--- config.mk ---
export PLATFORM = sky130hd
export DESIGN_NAME = psm_arbiter
export DESIGN_NICKNAME = d
export VERILOG_FILES = /design/src/rtl/psm_pkg.sv /design/src/rtl/rr_arbiter.sv /design/src/rtl/psm_arbiter.sv
export SDC_FILE = /design/constraint.sdc
export NUM_CORES = 1
export LEC_CHECK = 0
export CORE_MARGIN = 2
export CORE_UTILIZATION = 45
export CTS_BUF_LIST = sky130_fd_sc_hd__clkbuf_16
export DETAILED_ROUTE_END_ITERATION = 8
export GPL_ROUTABILITY_DRIVEN = 0
export PLACE_DENSITY_LB_ADDON = 0.2
export SYNTH_ARGS = -nofsm -noshare
export SYNTH_HDL_FRONTEND = slang
export SYNTH_SLANG_ARGS = --single-unit
--- constraint.sdc ---
create_clock -name Clock -period 3.85 [get_ports Clock]
set_input_delay 0.5775 -clock Clock [delete_from_list [all_inputs] [get_ports Clock]]
set_output_delay 0.5775 -clock Clock [all_outputs]
set_load 0.01 [all_outputs]
--- src/rtl/psm_pkg.sv ---
// Shared definitions for the PSM arbiter: FSM state encoding and nominal PSM phase timing.
package psm_pkg;

  typedef enum logic [2:0] {
    PSM_IDLE  = 3'd0,
    PSM_START = 3'd1,
    PSM_RUN   = 3'd2,
    PSM_DONE  = 3'd3,
    PSM_ABORT = 3'd4
  } psm_state_e;

  localparam int OP1_CYCLES      = 2;
  localparam int OP2_CYCLES      = 5;
  localparam int OP3_CYCLES      = 3;
  localparam int NOMINAL_LATENCY = 13;

endpackage

--- src/rtl/rr_arbiter.sv ---
// Combinational round-robin pick: the first set request strictly above the pointer, wrapping.
module rr_arbiter #(
  parameter int NUM_REQ = 4,
  parameter int IDW     = 2
) (
  input  logic [NUM_REQ-1:0] req,
  input  logic [IDW-1:0]     ptr,
  output logic [NUM_REQ-1:0] grant,
  output logic [IDW-1:0]     idx,
  output logic               valid
);

  logic [IDW-1:0] cand_s;
  logic           hit_s;

  // Walk the requesters from pointer+1 around to the pointer itself; keep the first hit.
  always_comb begin
    grant  = '0;
    idx    = '0;
    valid  = 1'b0;
    cand_s = '0;
    hit_s  = 1'b0;
    for (int k = 1; k <= NUM_REQ; k++) begin
      cand_s = IDW'((int'(ptr) + k) % NUM_REQ);
      hit_s  = req[cand_s] & ~valid;
      idx    = hit_s ? cand_s : idx;
      valid  = valid | hit_s;
    end
    grant[idx] = valid;
  end

endmodule

--- src/rtl/psm_arbiter.sv ---
// Round-robin front end sharing one PSM sequencer between NUM_REQ requesters,
// with per-phase result capture and a watchdog that aborts stalled transactions.
module psm_arbiter
  import psm_pkg::*;
#(
  parameter int NUM_REQ = 4,
  parameter int WIDTH   = 8,
  parameter int TIMEOUT = 16
) (
  input  logic                     Clock,
  input  logic                     Reset,
  input  logic [NUM_REQ-1:0]       Req,
  input  logic [NUM_REQ*WIDTH-1:0] Din1_bus,
  input  logic [NUM_REQ*WIDTH-1:0] Din2_bus,
  output logic [NUM_REQ-1:0]       Grant,
  output logic [NUM_REQ-1:0]       Done,
  output logic                     Err,
  output logic [WIDTH-1:0]         Res_or,
  output logic [WIDTH-1:0]         Res_xor,
  output logic [WIDTH-1:0]         Res_op3,
  output logic                     Busy,
  output logic                     Psm_start,
  output logic [WIDTH-1:0]         Psm_din1,
  output logic [WIDTH-1:0]         Psm_din2,
  input  logic                     Psm_ready,
  input  logic                     Psm_op1,
  input  logic                     Psm_op2,
  input  logic                     Psm_op3,
  input  logic [WIDTH-1:0]         Psm_dout
);

  localparam int IDW = $clog2(NUM_REQ);
  localparam int CW  = $clog2(TIMEOUT) + 1;

  localparam logic [2:0] ST_IDLE  = PSM_IDLE;
  localparam logic [2:0] ST_START = PSM_START;
  localparam logic [2:0] ST_RUN   = PSM_RUN;
  localparam logic [2:0] ST_DONE  = PSM_DONE;
  localparam logic [2:0] ST_ABORT = PSM_ABORT;

  logic [2:0]         state_r, next_state_s;
  logic [IDW-1:0]     ptr_r, id_r, win_idx_s;
  logic [NUM_REQ-1:0] win_onehot_s, grant_r, done_r;
  logic               win_valid_s, arb_s, expire_s;
  logic               err_r, busy_r, start_r, seen_op3_r;
  logic [CW-1:0]      cnt_r;
  logic [WIDTH-1:0]   a_r, b_r, res_or_r, res_xor_r, res_op3_r;

  rr_arbiter #(.NUM_REQ(NUM_REQ), .IDW(IDW)) u_rr (
    .req   (Req),
    .ptr   (ptr_r),
    .grant (win_onehot_s),
    .idx   (win_idx_s),
    .valid (win_valid_s)
  );

  assign expire_s = (cnt_r == CW'(TIMEOUT - 1));
  assign arb_s    = (state_r == ST_IDLE) && (next_state_s == ST_START);

  // Next-state decode; a stuck PSM (ready low) keeps IDLE from arbitrating.
  always_comb begin
    next_state_s = state_r;
    case (state_r)
      ST_IDLE:  next_state_s = (Psm_ready && win_valid_s) ? ST_START : ST_IDLE;
      ST_START: begin
        if (Psm_op1)       next_state_s = ST_RUN;
        else if (expire_s) next_state_s = ST_ABORT;
        else               next_state_s = ST_START;
      end
      ST_RUN: begin
        if (Psm_ready && seen_op3_r) next_state_s = ST_DONE;
        else if (expire_s)           next_state_s = ST_ABORT;
        else                         next_state_s = ST_RUN;
      end
      ST_DONE:  next_state_s = ST_IDLE;
      ST_ABORT: next_state_s = ST_IDLE;
      default:  next_state_s = ST_IDLE;
    endcase
  end

  // State, watchdog, pointer and the registered handshake outputs.
  always_ff @(posedge Clock or negedge Reset) begin
    if (!Reset) begin
      state_r    <= ST_IDLE;
      cnt_r      <= '0;
      ptr_r      <= IDW'(NUM_REQ - 1);
      id_r       <= '0;
      seen_op3_r <= 1'b0;
      grant_r    <= '0;
      done_r     <= '0;
      err_r      <= 1'b0;
      busy_r     <= 1'b0;
      start_r    <= 1'b0;
    end else begin
      state_r    <= next_state_s;
      cnt_r      <= ((next_state_s == state_r) && ((state_r == ST_START) || (state_r == ST_RUN)))
                    ? cnt_r + CW'(1) : '0;
      grant_r    <= arb_s ? win_onehot_s : '0;
      done_r     <= ((next_state_s == ST_DONE) || (next_state_s == ST_ABORT))
                    ? (NUM_REQ'(1) << id_r) : '0;
      err_r      <= (next_state_s == ST_ABORT);
      busy_r     <= (next_state_s != ST_IDLE);
      start_r    <= (next_state_s == ST_START);
      ptr_r      <= arb_s ? win_idx_s : ptr_r;
      id_r       <= arb_s ? win_idx_s : id_r;
      seen_op3_r <= arb_s ? 1'b0 : (seen_op3_r | ((state_r == ST_RUN) & Psm_op3));
    end
  end

  // Operands are frozen at arbitration; each phase result keeps its last captured value.
  always_ff @(posedge Clock or negedge Reset) begin
    if (!Reset) begin
      a_r       <= '0;
      b_r       <= '0;
      res_or_r  <= '0;
      res_xor_r <= '0;
      res_op3_r <= '0;
    end else begin
      a_r       <= arb_s ? Din1_bus[win_idx_s*WIDTH +: WIDTH] : a_r;
      b_r       <= arb_s ? Din2_bus[win_idx_s*WIDTH +: WIDTH] : b_r;
      res_or_r  <= ((state_r == ST_RUN) && Psm_op1) ? Psm_dout : res_or_r;
      res_xor_r <= ((state_r == ST_RUN) && Psm_op2) ? Psm_dout : res_xor_r;
      res_op3_r <= ((state_r == ST_RUN) && Psm_op3) ? Psm_dout : res_op3_r;
    end
  end

  assign Grant     = grant_r;
  assign Done      = done_r;
  assign Err       = err_r;
  assign Busy      = busy_r;
  assign Psm_start = start_r;
  assign Psm_din1  = a_r;
  assign Psm_din2  = b_r;
  assign Res_or    = res_or_r;
  assign Res_xor   = res_xor_r;
  assign Res_op3   = res_op3_r;

endmodule

Word-level counts from Yosys, hierarchy flattened. Index checks and enable logic that the tools add are counted.

Bitwise operators: 12. Mux-type cells: 24. Order comparisons: 6. Divide/modulo/power cells: 0. Shifts and indexed selects: 3. Eq/ne operators: 7. $add $sub $neg: 5. Multiply operators: 0. Reduce and logical (&&, ||, !) cells: 12.

Operators with widths (number): 32-bit by 6-bit indexed part select with 8-bit output (2); 2-bit by 3-bit less-than comparator with 1-bit output, second input constant (5); 3-bit two-way mux (4); 3-bit one-hot mux with 3 select lines (1); 1-bit binary-select mux with 2-bit select (4); 1-bit logical AND (8); 2-bit two-way mux (4); 4-bit two-way mux (2); 1-bit two-way mux (7); 3-bit by 1-bit == test with 1-bit output, second input constant (2); 3-bit by 2-bit == test with 1-bit output, second input constant (2); 5-bit by 1-bit adder with 5-bit output, second input constant (1); 5-bit by 4-bit == test with 1-bit output, second input constant (1); 5-bit two-way mux (1); 2-bit by 1-bit adder with 2-bit output, second input constant (2); 2-bit adder, second input constant (2); 1-bit bitwise AND (4); 4-bit bitwise AND (1); 1-bit bitwise OR (4); 1-bit by 2-bit << shifter with 4-bit output, first input constant (1); 3-bit == test (1); 3-bit == test, second input constant (1); 3-bit logical NOT (1); 1-bit inverter (3); other kinds (4) (5).

Bits in read-only memories: 0. Output and inout port bits: 51. Logic and storage cells: 84. RAM bits: 0. Flip-flop bits (word level): 64. Input bits: 82. Latch bits: 0. Memories: 0.

Longest topological paths before layout. Gate-level depths: netlist of run 1.

Depth after elaboration: 18. Gate-level depth with buffers: 7. Gate-level depth less buffers: 7.

By module. A second synthesis of run 1 with hierarchy kept.

Cells, all modules: 217. Area, all modules: 3161.8 um^2.

By module, submodules not included: psm_arbiter (area each 2939.1 um^2, times used 1, sequential area each 1604.0 um^2, cells an instance 183); rr_arbiter (area each 222.7 um^2, times used 1, sequential area each 0.0 um^2, cells an instance 34).

Worst setup path after synthesis of run 1. OpenSTA, ideal clock, no wires.

Kind: input to register. From: input Req[3]. To: register a_r[2] (netlist: Psm_din1[2]). Slack: 2.042 ns. Path buffers: 2. Arrival time: 1.714 ns. Data required time: 3.756 ns. Setup time: 0.094 ns. Cell stages on the path: 5. Cells stage by stage: o41a_2 > and2_4 > buf_12 > buf_12 > a221oi_2.

Cells in the longest elaborated chain, start to end: 16. Elaborated cells between the ends (all ways): 27. Those cells by class: eq/ne (1); shift (1); mux (14); bitwise (9); reduce/logical (2).

Ends and longest elaborated chain: from (decl) (line psm_arbiter.sv:12) `input logic [NUM_REQ-1:0] Req,`; 1-bit binary-select mux with 2-bit select (line rr_arbiter.sv:25) `hit_s = req[cand_s] & ~valid;`; 1-bit two-way mux (not written as such) (line rr_arbiter.sv:25); 1-bit inverter (line rr_arbiter.sv:25); 1-bit bitwise AND (line rr_arbiter.sv:25); 1-bit bitwise OR (line rr_arbiter.sv:27) `valid = valid | hit_s;`; 1-bit inverter (line rr_arbiter.sv:25); 1-bit bitwise AND (line rr_arbiter.sv:25); 1-bit bitwise OR (line rr_arbiter.sv:27); 1-bit inverter (line rr_arbiter.sv:25); 1-bit bitwise AND (line rr_arbiter.sv:25); 1-bit bitwise OR (line rr_arbiter.sv:27); 1-bit logical AND (line psm_arbiter.sv:64) `ST_IDLE: next_state_s = (Psm_ready && win_valid_s) ? ST_START : ST_IDLE;`; 1-bit two-way mux (line psm_arbiter.sv:64); 3-bit one-hot mux with 3 select lines (line psm_arbiter.sv:63) `case (state_r)`; 3-bit by 1-bit == test with 1-bit output (line psm_arbiter.sv:58) `assign arb_s = (state_r == ST_IDLE) && (next_state_s == ST_START);`; 1-bit logical AND (line psm_arbiter.sv:58); to (signal assigned) (line psm_arbiter.sv:119) `a_r <= arb_s ? Din1_bus[win_idx_s*WIDTH +: WIDTH] : a_r;`; to (decl) (line psm_arbiter.sv:47) `logic [WIDTH-1:0] a_r, b_r, res_or_r, res_xor_r, res_op3_r;`.

Several ways; a longest one is shown, not always the timed one. The select of a mux whose other input is x is not followed. A chain may end at the register's enable or synchronous reset.

Worst setup path in the final report of run 1.
From: input Req[0]. To: register b_r[7] (netlist: Psm_din2[7]).

Cells in the longest elaborated chain, start to end: 16. Elaborated cells between the ends (all ways): 27. Those cells by class: eq/ne (1); shift (1); mux (14); bitwise (9); reduce/logical (2).

Ends and longest elaborated chain: 1-bit binary-select mux with 2-bit select (line rr_arbiter.sv:25); 1-bit two-way mux (not written as such) (line rr_arbiter.sv:25); 1-bit inverter (line rr_arbiter.sv:25); 1-bit bitwise AND (line rr_arbiter.sv:25); 1-bit bitwise OR (line rr_arbiter.sv:27); 1-bit inverter (line rr_arbiter.sv:25); 1-bit bitwise AND (line rr_arbiter.sv:25); 1-bit bitwise OR (line rr_arbiter.sv:27); 1-bit inverter (line rr_arbiter.sv:25); 1-bit bitwise AND (line rr_arbiter.sv:25); 1-bit bitwise OR (line rr_arbiter.sv:27); 1-bit logical AND (line psm_arbiter.sv:64); 1-bit two-way mux (line psm_arbiter.sv:64); 3-bit one-hot mux with 3 select lines (line psm_arbiter.sv:63); 3-bit by 1-bit == test with 1-bit output (line psm_arbiter.sv:58); 1-bit logical AND (line psm_arbiter.sv:58); to (signal assigned) (line psm_arbiter.sv:120) `b_r <= arb_s ? Din2_bus[win_idx_s*WIDTH +: WIDTH] : b_r;`; to (decl) (line psm_arbiter.sv:47).

Several ways; a longest one is shown, not always the timed one. The select of a mux whose other input is x is not followed.

==> impl_metrics.tcl, run 1 <==
set metrics [dict create \
    yosys.area.top_type "dfrtp_1" \
    yosysSeqAreaShare_pct 51.7 \
    ys.flop_type "dfrtp_1" \
    synthTopCellsByArea "dfrtp_1, mux2i_1, a221oi_2" \
    synth_cells 240 \
    synth_top_area_share_pct 50.0 \
    hold_violations 0 \
    slew-limit-headroom_pct 36.0 \
    tightest_slew_ps 960 \
    diodes 0 \
    start_util_pct 46.2 \
    fin_skew_ps 7.54 \
    cts_root_buf "clkbuf_16" \
    cts_buffer_depth 2 \
    place_hpwl_mm 5.83 \
    end_kind "flop" \
    clock_sinks 64 \
    core.rowCount 30 \
    fmax_ghz 0.407 \
    placedCellCount 443 \
    num_io_pins 133 \
    die_w_um 87.1 \
    synth_edf_count 0 \
    grt_overflow_total 0 \
    drt_iter0_drc 102 \
    cts.htree.levels 3 \
    tritoncts "built" \
    grt_pass1_wl_mm 12.3 \
    ant_nets 0 \
    async_flop_share_pct 100 \
    synth_area_mm2 0.00310 \
    coreArea_mm2 0.00672 \
    clock_latency_ps 330 \
    dieArea_mm2 0.00758 \
    drive_gt1_share_pct 14.8 \
    fin_hold_ws_ps 402 \
    drv_slew 0 \
    rsz0062_at_grt "false" \
    synth_warnings 0 \
    firstDrtPassIters 4 \
    grt_use_total_pct 21.5 \
    min_period_ps 2460 \
    cts_buffers 9 \
    synth_nets 324 \
    antenna_found_initial 0 \
    finalSetupTns_ps 0 \
    grt_max_degree 45 \
    avgSynthCellArea_um2 12.9 \
    wl_mm 7.95 \
    ys_ff_latch 64 \
    power_density_mw_per_mm2 731 \
    holdBufCountCts 0 \
    grt_pass1_vias 2510 \
    worst_setup_path_start_kind "input pin" \
    arrival_ps 2640 \
    ir_drop_uv 482 \
    maxCapViolCount 0 \
    vias 2405 \
    post_cts_buffers 0 \
    hp-class "input pin to async pin" \
    drcViolationCount 0 \
    fp.dieH_um 87.1 \
    finalPower_mw 3.47 \
    routedWlPerCell_um 17.3 \
    nNetsFinal 458 \
    critPathKind "input pin to flop" \
    via_per_inst 5.24 \
    timing.final.crit_share_pct 63.9 \
    synth_cell_type_count 43 \
    finalSetupViolCount 0 \
    status "completed" \
    cts_resized 0 \
    cp.required_ps 4030 \
    io_buffers 132 \
    clk_pin_slew_ps 50 \
    area_growth_pct 53.2 \
    finalNonFillerCells 459 \
    p_leak_nw 2.05 \
    path_max_fanout 15 \
]
worst max-delay path: stages:
cell	delay, ps
clkdlybuf4s50_1	620
nand2_1	90
a22o_1	210
a21oi_4	460
buf_4	310
mux2i_1	260
a221oi_2	90
cell usage after synthesis (2+ instances only):
library cell and number:
mux2_2 12, dfrtp_1 62, dfstp_2 2, inv_1 3, clkbuf_1 2, and3_1 3
nand3_1 3, buf_2 3, nand2_1 7, a21oi_1 4, a221oi_2 16, nor2b_1 2
o21ai_1 4, mux2_1 12, a21o_1 3, buf_6 2, ha_1 2, nand2b_1 2
nor2_1 33, buf_12 3, mux2i_1 33, nor3b_1 3, and2_1 4
metrics by stage:
stage / area (um2) / setup WS, ps / utilization [%]
finish: 4750 / 1390 / 70.8
global route: 4750 / 1250 / 70.8
CTS: 4750 / 1380 / 70.8
detailed placement: 4440 / 1040 / 66.1
global placement: 4440 / 1120 / 66.1
floorplan: 3100 / 2040 / -
layout make-up:
class | instances | area (um2)
Clock buffer | 9 | 225
Fill cell | 508 | 1960
Tap cell | 80 | 100
Timing Repair Buffer | 135 | 1350
Clock inverter | 7 | 86.3
Sequential cell | 64 | 1600
Multi-Input combinational cell | 160 | 1370
Inverter | 4 | 15.0
metal layers:
metal  track usage [%]  part of all wire [%]  wire [um]
met1              27.7                    43       3420
met2              33.4                    47       3760
met3              6.64                   7.7        613
met4              9.52                   2.0        157
met5                 0                     0          0
cells in the final DEF (no fill, tap or decap), types with 2 or more instances in the layout:
master	n
a21o_1	3
a21oi_1	4
a221oi_2	16
and2_1	4
and3_1	3
buf_4	2
bufinv_16	2
clkbuf_16	9
clkdlybuf4s50_1	131
clkinv_1	3
clkinvlp_4	2
dfrtp_1	62
dfstp_2	2
ha_1	2
inv_1	3
mux2_1	12
mux2_2	12
mux2i_1	33
nand2_1	7
nand2b_1	2
nand3_1	3
nor2_1	33
nor2b_1	2
nor3b_1	3
o21ai_1	4
worst paths after layout:
check                         start     endpoint  slack (ps)  cells after the start
hold reg to reg            cnt_r[0]     cnt_r[0]         470                      1
setup reg to reg           ptr_r[1]  Psm_din2[7]        1660                      6
max in group asynchronous     Reset   Res_xor[2]        2570                      2
setup / recovery             Req[0]  Psm_din2[7]        1390                      7
hold / removal                Reset    Res_or[3]         400                      1
min in group Clock         cnt_r[0]     cnt_r[0]         470                      1
power by group:
group	total, mW	leakage [nW]	internal (mW)	switching, mW
sequential	1.12	0.774	0.955	0.168
clock	0.845	0.144	0.559	0.286
combinational	1.51	1.13	0.846	0.660
flip-flops by register name, indices dropped and copies added, names as in the netlist, 2 cells and up:
| signal | count |
|---|---|
| cnt_r | 5 |
| Psm_din2 | 8 |
| Grant | 4 |
| id_r | 2 |
| ptr_r | 2 |
| Res_or | 8 |
| state_r | 3 |
| Res_op3 | 8 |
| Done | 4 |
| Res_xor | 8 |
| Psm_din1 | 8 |
logic make-up after synthesis:
group | count (synthesis) | synth area share, %
buffers and inverters | 16 | 4.35
DFF | 64 | 51.7
muxes | 57 | 19.3
and+or+nand+nor | 63 | 10.3
adders and majority gates | 2 | 0.806
AOI/OAI and AO/OA | 36 | 12.9
xor gates and xnor gates | 2 | 0.564
(Power assumes the default switching activity.)
==> run 2: changes to the inputs <==
--- a/config.mk
+++ b/config.mk
@@ -6,7 +6,7 @@
 export NUM_CORES = 1
 export LEC_CHECK = 0
 export CORE_MARGIN = 2
-export CORE_UTILIZATION = 45
+export CORE_UTILIZATION = 43
 export CTS_BUF_LIST = sky130_fd_sc_hd__clkbuf_16
 export DETAILED_ROUTE_END_ITERATION = 8
 export GPL_ROUTABILITY_DRIVEN = 0
==> constraint.sdc (replaced) <==
create_clock -name Clock -period 2.5 [get_ports Clock]
set_input_delay 0.375 -clock Clock [delete_from_list [all_inputs] [get_ports Clock]]
set_output_delay 0.375 -clock Clock [all_outputs]
set_load 0.01 [all_outputs]
==> run 2 against run 1 <==
Non-clock buffer count grew 3. Worst setup slack lost 880 ps. Clock skew shrank 3.4 ps. Largest cell class unchanged. Cell area grew 0.87%. First-iteration DRC count grew 0.98%. Sequential cell count is the same. Global-route usage shrank 1.6 points.
==> impl_metrics.tcl, run 2 (same netlist as run 1, synthesis figures left out) <==
set metrics [dict create \
    worst_setup_path_start_kind "input pin" \
    met3_usage_pct 4.52 \
    tightest_slew_ps 750 \
    fillers 537 \
    drive_gt1_share_pct 16.2 \
    cts_buffers 9 \
    min_period_ps 1990 \
    grtUsageMet2_pct 33.9 \
    drt_iter0_drc 103 \
    via_per_inst 5.04 \
    diodes 0 \
    drv_slew 0 \
    antenna_found_initial 0 \
    routedWlPerCell_um 16.2 \
    grt_max_degree 34 \
    grt_pass1_vias 2459 \
    dieArea_mm2 0.00791 \
    place_hpwl_mm 5.76 \
    ant_nets 0 \
    finalSetupViolCount 0 \
    fin_util_pct 69.4 \
    start_util_pct 44.9 \
    area_growth_pct 54.5 \
    cp.required_ps 2670 \
    cts_buffer_depth 2 \
    die_w_um 89.0 \
    fmax_ghz 0.503 \
    timing.final.crit_share_pct 79.6 \
    fin_skew_ps 4.16 \
    cts_root_buf "clkbuf_16" \
    clock_sinks 64 \
    clock_latency_ps 320 \
    io_buffers 132 \
    core.rowCount 30 \
    coreArea_mm2 0.00691 \
    hp-class "input pin to async pin" \
    p_leak_nw 2.06 \
    dpl_cell_area_mm2 0.00450 \
    fp.dieH_um 89.0 \
    vias 2411 \
    hold_violations 0 \
    layout_commonest_cell "clkdlybuf4s50_1" \
    ir_drop_uv 598 \
    drcViolationCount 0 \
    grt.busiest_layer "met2" \
    status "completed" \
    arrival_ps 2160 \
    critPathKind "input pin to flop" \
    cts_resized 0 \
    stdcell_area_mm2 0.00480 \
    reg2regPathDepth 4 \
    num_io_pins 133 \
    end_kind "flop" \
    grt_use_total_pct 19.9 \
    clk_pin_slew_ps 50 \
    mostFrequentLayoutCells "clkdlybuf4s50_1, dfrtp_1, nor2_1, mux2i_1, a221oi_2" \
    tritoncts "built" \
    nNetsFinal 461 \
    post_cts_buffers 0 \
    wl_mm 7.73 \
    finalSetupTns_ps 0 \
    grt_pass1_wl_mm 11.9 \
    rsz0062_at_grt "false" \
    slew-limit-headroom_pct 50.0 \
    path_max_fanout 29 \
    regArea_mm2 0.00160 \
    maxCapViolCount 0 \
    holdBufCountCts 0 \
    grt_use_met1_pct 24.7 \
    power_density_mw_per_mm2 1100 \
    firstDrtPassIters 4 \
    grt_overflow_total 0 \
    cts.htree.levels 3 \
    multi_input_area_mm2 0.00137 \
]
[run 2: cell count changes in the layout (fill, tap and decap cells not counted), sizes merged]
| cell | change |
|---|---|
| buf | +3 |
| bufinv | -1 |
| clkinv | +1 |
[run 2: layer usage]
metal | part of all wire, % | vias up
met3 | 6.6 | 11
met4 | 1.4 | 0
met2 | 51 | 76
li1 | - | 1145
met1 | 41 | 1179
met5 | 0 | -
[run 2: layout make-up]
cell class,count,share of cell area [%]
clock inverter,7,1.51
timing repair buffer,138,28.9
tap,96,2.50
multi-input combinational,160,28.6
clock buffer,9,4.70
inverter,4,0.313
sequential,64,33.4
[run 2: worst max-delay path: stages]
cell             delay [ps]
clkdlybuf4s50_1         620
nand2_1                 110
a22o_1                  220
a21oi_4                 190
buf_12                  230
mux2i_1                 300
a221oi_2                 90
[run 2: final timing paths]
kind / start / endpoint / slack (ps)
min: Reset / cnt_r[3] / 120
max: Req[0] / Psm_din2[6] / 510
min in group Clock: cnt_r[0] / cnt_r[0] / 460
max in group asynchronous: Reset / Psm_din2[0] / 1750
max reg2reg: state_r[0] / Psm_din2[6] / 610
min reg2reg: cnt_r[0] / cnt_r[0] / 460
[run 2: power breakdown]
part	switching [mW]	internal [mW]	total (mW)
clock	0.453	0.770	1.22
combinational	0.999	1.33	2.32
sequential	0.258	1.47	1.73
total	1.71	3.57	5.28
[run 2: per-stage QoR]
| step | setup WS [ps] | instances | hold WS, ps | power [mW] |
|---|---|---|---|---|
| floorplan | 818 | 240 | 79.4 | 3.02 |
| global placement | 234 | 462 | 443 | 4.03 |
| detailed placement | 164 | 462 | 454 | 4.10 |
| CTS | 501 | 478 | 141 | 5.35 |
| global route | 411 | 478 | 180 | 5.60 |
| finish | 510 | 478 | 120 | 5.28 |
==> run 3: changes to the inputs <==
==> constraint.sdc (replaced) <==
create_clock -name Clock -period 2.1 [get_ports Clock]
set_input_delay 0.315 -clock Clock [delete_from_list [all_inputs] [get_ports Clock]]
set_output_delay 0.315 -clock Clock [all_outputs]
set_load 0.01 [all_outputs]
==> run 3 against run 2 <==
The run now ends with negative hold slack left. Cell count up 1.3%. Global-route usage up 0.56 points. Routed wire length up 2.5%. Critical path depth down 1. Clock power up 27%. Highest routed layer unchanged. Die area unchanged. Worst hold slack worse by 130 ps. Clock skew about the same. Register-to-register slack worse by 440 ps.
==> impl_metrics.tcl, run 3 (same netlist as run 1, synthesis figures left out) <==
set metrics [dict create \
    status "finished, violations left" \
    violations "negative hold slack" \
    critPathKind "flop to flop" \
    clk_pin_slew_ps 50 \
    critPathMaxStageDelay_ps 600 \
    firstDrtPassIters 4 \
    fmax_ghz 0.519 \
    cp.required_ps 2270 \
    start_util_pct 44.9 \
    wl_mm 7.92 \
    arrival_ps 2090 \
    drt_iter0_drc 106 \
    grt_overflow_total 0 \
    grt_pass1_wl_mm 12.1 \
    antenna_found_initial 0 \
    clock_latency_ps 320 \
    fin_skew_ps 4.26 \
    finalWorstSetupSlack_ps 175 \
    regArea_mm2 0.00160 \
    cts_buffers 9 \
    fin_util_pct 70.5 \
    min_period_ps 1930 \
    cts_resized 0 \
    ant_nets 0 \
    p_leak_nw 2.11 \
    power_density_mw_per_mm2 1320 \
    dieArea_mm2 0.00791 \
    fillers 524 \
    tightest_slew_ps 632 \
    cts_buffer_depth 2 \
    nNetsFinal 467 \
    placedCellCount 468 \
    finalPower_mw 6.45 \
    vias 2416 \
    mostFrequentLayoutCells "clkdlybuf4s50_1, dfrtp_1, nor2_1, mux2i_1, a221oi_2" \
    finalNonFillerCells 484 \
    coreArea_mm2 0.00691 \
    num_io_pins 133 \
    grt_pass1_vias 2483 \
    cts.htree.levels 3 \
    place_ws_ps -117 \
    routedWlPerCell_um 16.4 \
    io_buffers 132 \
    hp-class "input pin to async pin" \
    worst_setup_path_start_kind "flop" \
    grt_use_total_pct 20.4 \
    fin_hold_ws_ps -10.0 \
    slew-limit-headroom_pct 57.8 \
    core.rowCount 30 \
    place_hpwl_mm 5.86 \
    area_growth_pct 56.8 \
    cts_root_buf "clkbuf_16" \
    clock_sinks 64 \
    via_per_inst 4.99 \
    crit_chain "mux2i_1, o21ai_2, a21oi_4, buf_12, mux2i_1, a221oi_2" \
    path_common_cell "mux2i_1" \
    drive_gt1_share_pct 17.3 \
    drv_slew 0 \
    fp.dieH_um 89.0 \
    drcViolationCount 0 \
    maxCapViolCount 0 \
    die_w_um 89.0 \
    layout_commonest_cell "clkdlybuf4s50_1" \
    ir_drop_uv 708 \
    grt_max_degree 65 \
    cp_slowest_cell "dfstp_2" \
    timing.final.crit_share_pct 91.7 \
    holdBufCountCts 0 \
    rsz0062_at_grt "false" \
    hold_violations 7 \
    multi_input_area_mm2 0.00137 \
    diodes 0 \
    post_cts_buffers 0 \
    end_kind "flop" \
    finalSetupViolCount 0 \
    tritoncts "built" \
    path_max_fanout 20 \
]
[run 3: cell count changes in the layout (fill, tap and decap cells not counted), sizes merged]
cell | before | now
buf | 7 | 13
clkinvlp | 2 | 1
bufinv | 1 | 2
[run 3: worst max-delay path: cells and delay by family, from the launching register on]
kind,cells,cell delay [ps]
AOI/OAI and AO/OA,3,400
muxes,2,540
DFF,1,600
buffers and inverters,1,210
[run 3: final timing paths]
check / start / endpoint / slack (ps) / depth (start not counted)
max: ptr_r[1] / Psm_din2[3] / 170 / 6
min: Reset / Res_xor[3] / -10 / 2
max reg2reg: ptr_r[1] / Psm_din2[3] / 170 / 6
min reg2reg: cnt_r[0] / cnt_r[0] / 460 / 1
max in group asynchronous: Reset / ptr_r[1] / 1790 / 2
min in group Clock: cnt_r[0] / cnt_r[0] / 460 / 1
[run 3: where the power goes]
group / switching (mW) / internal (mW) / total [mW]
clock network: 0.521 / 1.03 / 1.55
logic: 1.21 / 1.63 / 2.84
registers: 0.305 / 1.75 / 2.06
total: 2.04 / 4.41 / 6.45
[run 3: stage by stage]
step | setup TNS (ps) | cell area, um2
4_1_cts | 0 | 4870
3_3_place_gp | -474 | 4560
5_1_grt | 0 | 4870
2_1_floorplan | 0 | 3100
6_report | 0 | 4870
3_5_place_dp | -1190 | 4560
[run 3: per-layer routing]
| metal | up-vias | track usage [%] | share of wire [%] |
|---|---|---|---|
| met3 | 7 | 5.63 | 6.2 |
| met4 | 0 | 6.51 | 0.83 |
| li1 | 1162 | - | - |
| met5 | - | 0 | 0 |
| met1 | 1167 | 25.9 | 42 |
| met2 | 80 | 34.1 | 51 |
[run 3: cell type report]
type	count	area share (%)
Inverter	4	0.308
Sequential cell	64	33.0
Timing Repair Buffer	144	29.7
Clock buffer	9	4.63
Multi-Input combinational cell	160	28.2
Tap cell	96	2.47
Clock inverter	7	1.77
